==> config.mk <==
export PLATFORM = sky130hd
export DESIGN_NAME = cpu_seq_ctrl
export DESIGN_NICKNAME = d
export VERILOG_FILES = /design/src/rtl/cpu_seq_ctrl_pkg.sv /design/src/rtl/cpu_seq_ctrl_regfile.sv /design/src/rtl/cpu_seq_ctrl.sv
export SDC_FILE = /design/constraint.sdc
export NUM_CORES = 1
export LEC_CHECK = 0
export CORE_UTILIZATION = 45
export DETAILED_ROUTE_END_ITERATION = 6
export PLACE_DENSITY = 0.77
export SYNTH_ARGS = -nofsm -noshare
export SYNTH_HDL_FRONTEND = slang
export SYNTH_HIERARCHICAL = 1
export SYNTH_SLANG_ARGS = --single-unit
==> constraint.sdc <==
create_clock -name clk -period 4.55 [get_ports clk]
set_input_delay 0.455 -clock clk [delete_from_list [all_inputs] [get_ports clk]]
set_output_delay 0.455 -clock clk [all_outputs]
set_load 0.01 [all_outputs]
==> src/rtl/cpu_seq_ctrl_pkg.sv <==
// Shared definitions for the multi-cycle sequencer: opcodes, instruction
// field positions, FSM state encoding and opcode classification.
package cpu_pkg;

   localparam logic [3:0] OP_LDI  = 4'b1000;
   localparam logic [3:0] OP_HALT = 4'b1111;

   localparam int OP_MSB  = 15;
   localparam int OP_LSB  = 12;
   localparam int RD_MSB  = 11;
   localparam int RD_LSB  = 9;
   localparam int RS_MSB  = 8;
   localparam int RS_LSB  = 6;
   localparam int RT_MSB  = 5;
   localparam int RT_LSB  = 3;
   localparam int IMM_MSB = 5;
   localparam int IMM_LSB = 0;

   typedef enum logic [2:0] {
      IDLE   = 3'd0,
      FETCH  = 3'd1,
      DECODE = 3'd2,
      EXEC   = 3'd3,
      WB     = 3'd4,
      HALT   = 3'd5
   } seq_state_t;

   typedef enum logic [1:0] {
      CLS_ALU  = 2'd0,
      CLS_LDI  = 2'd1,
      CLS_HALT = 2'd2,
      CLS_NOP  = 2'd3
   } op_class_t;

   // Opcodes 0-7 go to the ALU; the upper half holds LDI, HALT and NOPs.
   function automatic op_class_t op_class(input logic [3:0] op);
      if (!op[3])
         return CLS_ALU;
      else if (op == OP_LDI)
         return CLS_LDI;
      else if (op == OP_HALT)
         return CLS_HALT;
      else
         return CLS_NOP;
   endfunction

endpackage

==> src/rtl/cpu_seq_ctrl_regfile.sv <==
// 8x16 register file: two combinational read ports, one synchronous write
// port, asynchronous clear of all entries.
module regfile8x16
   import cpu_pkg::*;
(
   input  logic        clk,
   input  logic        reset,
   input  logic        we,
   input  logic [2:0]  waddr,
   input  logic [15:0] wdata,
   input  logic [2:0]  raddr_a,
   input  logic [2:0]  raddr_b,
   output logic [15:0] rdata_a,
   output logic [15:0] rdata_b
);

   logic [7:0][15:0] regs;

   always_ff @(posedge clk or posedge reset) begin
      if (reset)
         regs <= '0;
      else if (we)
         regs[waddr] <= wdata;
   end

   assign rdata_a = regs[raddr_a];
   assign rdata_b = regs[raddr_b];

endmodule

==> src/rtl/cpu_seq_ctrl.sv <==
// Start/halt controlled FETCH/DECODE/EXEC/WB sequencer owning PC, IR, result
// register and register file. Optional retired-instruction counter: CPU_SEQ_PERF_EN.
module cpu_seq_ctrl
   import cpu_pkg::*;
#(
   parameter logic [15:0] RESET_PC = 16'h0000
)(
   input  logic        clk,
   input  logic        reset,
   input  logic        start,
   input  logic [15:0] instr,
   input  logic [15:0] alu_result,
   output logic [15:0] pc_addr,
   output logic [15:0] alu_a,
   output logic [15:0] alu_b,
   output logic [2:0]  alu_ctrl,
   output logic        busy,
   output logic        halted,
   output logic        wb_valid,
   output logic [2:0]  wb_addr,
   output logic [15:0] wb_data,
   output logic [15:0] instr_count
);

   seq_state_t  state;
   logic [15:0] pc;
   logic [15:0] ir;
   logic [15:0] res;
   op_class_t   cls;
   logic        start_ok;
   logic        wr_en;
   logic        opnd_en;
   logic [15:0] rd_a;
   logic [15:0] rd_b;
   logic [15:0] imm_zx;

   assign cls      = op_class(ir[OP_MSB:OP_LSB]);
   assign start_ok = start && (state == IDLE || state == HALT);
   assign wr_en    = (state == WB) && (cls == CLS_ALU || cls == CLS_LDI);
   assign opnd_en  = (state == DECODE) || (state == EXEC);
   assign imm_zx   = {10'd0, ir[IMM_MSB:IMM_LSB]};

   always_ff @(posedge clk or posedge reset) begin
      if (reset) begin
         state <= IDLE;
         pc    <= RESET_PC;
         ir    <= '0;
         res   <= '0;
      end else begin
         case (state)
            IDLE, HALT: begin
               if (start_ok) begin
                  state <= FETCH;
                  pc    <= RESET_PC;
               end
            end
            FETCH: begin
               ir    <= instr;
               state <= DECODE;
            end
            // HALT leaves the PC pointing at the HALT word itself.
            DECODE: state <= (cls == CLS_HALT) ? HALT : EXEC;
            EXEC: begin
               res   <= (cls == CLS_LDI) ? imm_zx : alu_result;
               state <= WB;
            end
            WB: begin
               pc    <= pc + 16'd1;
               state <= FETCH;
            end
            default: state <= IDLE;
         endcase
      end
   end

   // Writes land at the end of WB, so the next DECODE already sees them.
   regfile8x16 u_rf (
      .clk     (clk),
      .reset   (reset),
      .we      (wr_en),
      .waddr   (ir[RD_MSB:RD_LSB]),
      .wdata   (res),
      .raddr_a (ir[RS_MSB:RS_LSB]),
      .raddr_b (ir[RT_MSB:RT_LSB]),
      .rdata_a (rd_a),
      .rdata_b (rd_b)
   );

   assign pc_addr  = pc;
   assign alu_a    = opnd_en ? rd_a : 16'h0000;
   assign alu_b    = opnd_en ? rd_b : 16'h0000;
   assign alu_ctrl = ir[OP_MSB-1:OP_LSB];
   assign busy     = (state == FETCH) || (state == DECODE) || (state == EXEC) || (state == WB);
   assign halted   = (state == HALT);
   assign wb_valid = wr_en;
   assign wb_addr  = ir[RD_MSB:RD_LSB];
   assign wb_data  = res;

`ifdef CPU_SEQ_PERF_EN
   logic [15:0] retired;

   // Every WB retires an instruction, NOPs included.
   always_ff @(posedge clk or posedge reset) begin
      if (reset)
         retired <= '0;
      else if (start_ok)
         retired <= '0;
      else if (state == WB)
         retired <= retired + 16'd1;
   end

   assign instr_count = retired;
`else
   assign instr_count = 16'h0000;
`endif

endmodule
==> run metrics, run 1 <==
CTS Root Cell=clkbuf_16; DRT Wirelength=21.28 mm; Die H=148.9 µm; # hold bufs at CTS=0; post-CTS setup buffers=0; VDD IR max=~410 µV; status=completed; Clock power frac=about 23%; clk_lat worst skew=430 ps; CTS sink count=between 150 and 200; Rel. slew slack=26.41%; Post-DRT Antenna Nets=0; crit path max fanout=13; setup TNS=0 ps; switching part of the total=33.29%; post-synthesis sequential area ratio=a little under half; Internal=roughly 4.5 mW; Comb power frac=36.2%; ys async rst share=100.0%; final global-route overflow total=0; Port Buffer Count=~110; H-tree levels=4; final hold viol count=0; maximum achievable frequency=290.2 MHz; Avg Vias per Cell=5.676; syn_area_per_cell=14.99 µm²; Die Area=22180 µm²; Yosys warning count=6; Layout fillers=1712; EDFF count, synth=0; Crit Path Category=reg -> out; WL per Instance=20.83 µm; Worst-Margin Slew=1104 ps; # IOs=~120; crit end category=output port; # rows=53; Overall Global Routing Usage=20.46%; area delta synth->final=18.12%; sequential power share=between 40% and 50%; Synth top area share=46.11%; number of global-route vias before repair=5830; Num CTS Buffers=17; Max Slew Vio Count=0; type of the worst min-delay path=in -> async; max-cap violations=0; Clock Path Buffers=2; fraction of layout cells with a size suffix above 1=34.54%; final setup margin=approximately 1100 ps; gp weighted congestion=0.7558; Reg clk slew, reported paths=70 ps; worst path required time=between 4000 and 5000 ps; Final setup viols=0; Layout Skew=~13 ps; RSZ-0062 raised after global routing=false; Final period util=75.74%; fin crit period=3446 ps; worst reg2reg setup slack=1520 ps; Detailed Place HPWL=13.29 mm; arrival time at the worst endpoint=approximately 3000 ps; clock tree from TritonCTS=done; router iterations before antenna repair=4; Initial Util=a little under half; Net Switching=between 2 and 2.5 mW; count leader, synth=dfrtp_1; flops & latches, synth=179; largest cells by area after synthesis=dfrtp_1, mux2_2, mux4_1; Synth area leader=dfrtp_1; 1st-iter DRT viols=298; first-pass GRT wire length=between 30 and 40 mm; overall power=roughly 6.8 mW; Worst Setup Start Kind=flip-flop; Pleak=5.366 nW; pin count of the biggest net entering global routing=66; post-place setup slack=1524 ps; Cell variety after synth=49; chip width=148.9 µm; post-synthesis cell area=9714 µm²; initial antenna violation count=0; DRC Markers=0; Vias=5801; Top FF cell, synth=dfrtp_1; # nets final=770; Resized cells post-CTS=0; pwr/cell area=between 500 and 600 nW/µm²; Cells after Synth=648; Commonest cells post-synth=dfrtp_1, mux2_2, mux4_1; diodes inserted=0; area of the core=21090 µm²
==> cells in the final DEF (no fill, tap or decap), drive strengths merged, types with 2 or more instances in the layout <==
master / n
dfrtp: 179
mux2: 176
clkdlybuf4s50: 107
mux4: 64
and2: 33
nand2: 24
clkbuf: 20
conb: 16
buf: 15
mux2i: 14
nand3: 11
o21ai: 10
a22o: 10
nor2: 8
inv: 7
clkinv: 5
a21oi: 4
bufinv: 4
nand4: 4
xnor2: 3
nand4b: 3
nor4bb: 3
nor3: 3
o211ai: 2
o31ai: 2
and4: 2
clkinvlp: 2
or3: 2
o311ai: 2
nor4b: 2
==> critical path, cell delays in order, from the launching register on <==
cell and delay [ps]:
dfrtp_1 670, buf_4 360, mux4_1 580, mux2_2 310, and2_1 150, clkdlybuf4s50_1 490
==> metrics by stage <==
| step | std cells | hold WS, ps | area, µm² | util [%] |
|---|---|---|---|---|
| floorplan | 663 | 479.8 | 9771 | - |
| detailed placement | 990 | 481.3 | 10850 | 51.44 |
| finish | 1022 | 458.7 | 11470 | 54.41 |
| global route | 1022 | 486.1 | 11470 | 54.41 |
| CTS | 1022 | 478.4 | 11470 | 54.41 |
| global placement | 990 | 478.0 | 10850 | 51.44 |
==> cell families after synthesis <==
family / share of synthesized area (%)
XOR/XNOR: 0.3607
adder cells (fa/ha/maj): 0.1288
multiplexers: 38.85
other: 0.03860
AND/OR/NAND/NOR: 6.492
AO/OA/AOI/OAI: 2.318
flip-flops: 46.11
buffers and inverters: 5.706
==> layer usage <==
layer,share of wire (%),vias up,track usage [%]
met5,0,-,0
li1,-,2609,-
met4,0.98,0,5.459
met1,44,2990,28.05
met2,48,189,32.44
met3,6.7,13,5.138
==> sequential cells by signal, indices dropped and copies added (netlist names) <==
register   flops
state          3
pc_addr       16
u_rf/regs    128
ir            16
wb_data       16
==> power by group through the flow <==
| stage | Combinational [mW] | Sequential, mW | Clock [mW] |
|---|---|---|---|
| 2_1_floorplan | 2.06 | 2.47 | 0 |
| 3_3_place_gp | 2.44 | 2.79 | 0 |
| 3_5_place_dp | 2.48 | 2.82 | 0 |
| 4_1_cts | 2.50 | 2.79 | 1.58 |
| 5_1_grt | 2.65 | 2.89 | 1.65 |
| 6_report | 2.47 | 2.80 | 1.55 |
==> worst paths after layout <==
kind                       depth (start not counted)        start       endpoint
max                                                5        ir[6]      alu_a[15]
min                                                2        reset    pc_addr[10]
min in group clk                                   1  pc_addr[15]    pc_addr[15]
min reg2reg                                        1  pc_addr[15]    pc_addr[15]
max in group asynchronous                          3        reset  u_rf/regs[53]
max reg2reg                                        6     state[2]  u_rf/regs[69]
==> cell type report <==
type / count / area (µm²) / area share [%]
clock inverter: 12 / 180.2 / 1.570
sequential: 179 / 4479 / 39.04
inverter: 6 / 25.02 / 0.2181
clock buffer: 20 / 446.7 / 3.893
timing repair buffer: 122 / 1209 / 10.53
multi-input combinational: 408 / 4791 / 41.75
tap: 275 / 344.1 / 2.999
Power figures use the tool's default switching activity.
==> run 2, diff against run 1 <==
Clock period 4.55 ns to 3.29 ns, I/O delays scaled along.
==> run 2 against run 1 <==
  * Design area is 0.21% higher
  * Clock-buffer cell count is 2 lower
  * Critical path type unchanged
  * Hold slack worse by 97 ps
  * Utilization is 0.11 points higher
  * Routed wire length is 1.8% higher
  * Via count is 1.4% higher
  * Largest power group unchanged
  * Critical path depth stayed put
  * Power is 36% higher
  * Sequential power is 32% higher
  * Combinational power is 48% higher
==> run metrics, run 2 (synthesized netlist as in run 1, its figures left out) <==
status=completed; first-pass GRT wire length=34.11 mm (+1.0%); M3 GR Usage=4.281% (-0.86 points); sequential power share=39.8% (-1.2 points); Internal=6.102 mW (+34%); Avg Vias per Cell=5.716 (+0.71%); pin count of the biggest net entering global routing=129 (+95%); arrival time at the worst endpoint=2690 ps (-300 ps); Detailed Place HPWL=13.39 mm (+0.73%); diodes inserted=0 (unchanged); initial antenna violation count=0 (unchanged); pwr/cell area=808.6 nW/µm² (+36%); router iterations before antenna repair=5 (+1); crit end category=output port; Largest Register=u_rf/regs; M2 GR Usage=33.47% (+1.0 points); final global-route overflow total=0 (unchanged); # rows=53 (unchanged); reg2reg path depth=6 (unchanged); Net Switching=3.196 mW (+41%); Reg clk slew, reported paths=70 ps (about the same); gp weighted congestion=0.7245 (-4.1%); commonest non-fill, non-tap cell in the layout=dfrtp_1; Rel. slew slack=40.27% (+14 points); DRC Markers=0 (unchanged); CTS sink count=179 (unchanged); clk_lat worst skew=440 ps (about the same); switching part of the total=34.38% (+1.1 points); # hold bufs at CTS=0 (unchanged); Port Buffer Count=107 (unchanged); Resized cells post-CTS=0 (unchanged); Comb power frac=39.3% (+3.1 points); CTS Root Cell=clkbuf_16; Initial Util=46.07% (unchanged); Worst-Margin Slew=895.0 ps (-208.8 ps); Pleak=5.366 nW (about the same); Layout fillers=1683 (-1.7%); most frequent cells in the layout=dfrtp_1, mux2_2, clkdlybuf4s50_1; final setup margin=275.1 ps (-828.8 ps); Clock Path Buffers=2 (unchanged); 1st-iter DRT viols=351 (+18%); max-cap violations=0 (unchanged); max reg flops=128 (unchanged); fraction of layout cells with a size suffix above 1=35.28% (+0.74 points); Die H=148.9 µm (unchanged); Worst R2R Start=state[2]; final hold viol count=0 (unchanged); H-tree levels=4 (unchanged); DRT Wirelength=21.66 mm (+1.8%); Post-DRT Antenna Nets=0 (unchanged); Overall Global Routing Usage=20.69% (+0.24 points); Clock power frac=20.9% (-1.9 points); M1 GR Usage=27.90% (-0.15 points); setup TNS=0 ps (unchanged); RR Endpoint=u_rf/regs[79]; post-CTS setup buffers=0 (unchanged); # nets final=777 (+0.91%); worst reg2reg setup slack=730 ps (-790 ps); fin crit period=3015 ps; area delta synth->final=18.37%; maximum achievable frequency=about 330 MHz; worst path required time=2960 ps (-1130 ps); Worst Setup Start Kind=flip-flop; number of global-route vias before repair=6068 (+4.1%); Max Slew Vio Count=0 (unchanged); VDD IR max=516.0 µV (+24%); Num CTS Buffers=17 (unchanged); clock tree from TritonCTS=done; GRT Max-Usage Layer=met2; Crit Path Category=reg -> out; area of the core=21090 µm² (unchanged); WL per Instance=21.05 µm (+1.1%); Final setup viols=0 (unchanged); Layout Skew=11.34 ps (-1.437 ps); chip width=148.9 µm (unchanged); post-place setup slack=744.3 ps (-779.4 ps); crit path max fanout=23 (+10); Final period util=between 90 and 100%; Vias=5882 (+1.4%); type of the worst min-delay path=in -> async; # IOs=124 (unchanged); RSZ-0062 raised after global routing=false; Die Area=22180 µm² (unchanged)
## run 2: how the worst max path moves through the flow
| stage | start | endpoint |
|---|---|---|
| 2_1_floorplan | ir[12] | u_rf/regs[64] |
| 3_3_place_gp | ir[6] | alu_a[10] |
| 3_5_place_dp | ir[6] | alu_a[13] |
| 4_1_cts | ir[6] | alu_a[13] |
| 5_1_grt | ir[6] | alu_a[6] |
| 6_report | ir[6] | alu_a[13] |
## run 2: critical path, cell delays in order, from the launching register on
cell and delay, ps:
dfrtp_1 350, buf_4 360, mux4_1 640, mux2_2 270, and2_1 130, clkdlybuf4s50_1 470
## run 2: cell type report
cell class | count | area (µm²) | area share [%]
Clock buffer | 18 | 429.2 | 3.732
Clock inverter | 14 | 130.1 | 1.132
Inverter | 6 | 26.28 | 0.2285
Multi-Input combinational cell | 408 | 4791 | 41.66
Sequential cell | 179 | 4479 | 38.96
Tap cell | 275 | 344.1 | 2.992
Timing Repair Buffer | 129 | 1299 | 11.29
## run 2: stage by stage
stage               cells  instance area, µm²  hold slack [ps]  utilization [%]  total power, mW
global route         1029               11500            396.9            54.53            9.793
finish               1029               11500            361.2            54.53            9.298
floorplan             663                9774            461.6                -            6.259
global placement      997               10940            467.6            51.87            7.287
detailed placement    997               10940            496.5            51.87            7.403
CTS                  1029               11500            384.8            54.53            9.375
## run 2: power by group through the flow
stage / combinational [mW] / clock [mW] / sequential (mW)
2_1_floorplan: 2.85 / 0 / 3.41
3_3_place_gp: 3.61 / 0 / 3.68
3_5_place_dp: 3.66 / 0 / 3.74
4_1_cts: 3.69 / 1.99 / 3.70
5_1_grt: 3.89 / 2.08 / 3.82
6_report: 3.65 / 1.94 / 3.70
## run 2: metal layers
layer | part of all wire, % | vias up | wire (µm)
li1 | - | 2610 | -
met1 | 43 | 3092 | 9384
met2 | 50 | 159 | 10850
met3 | 4.9 | 21 | 1067
met4 | 1.6 | 0 | 356
met5 | 0 | - | 0
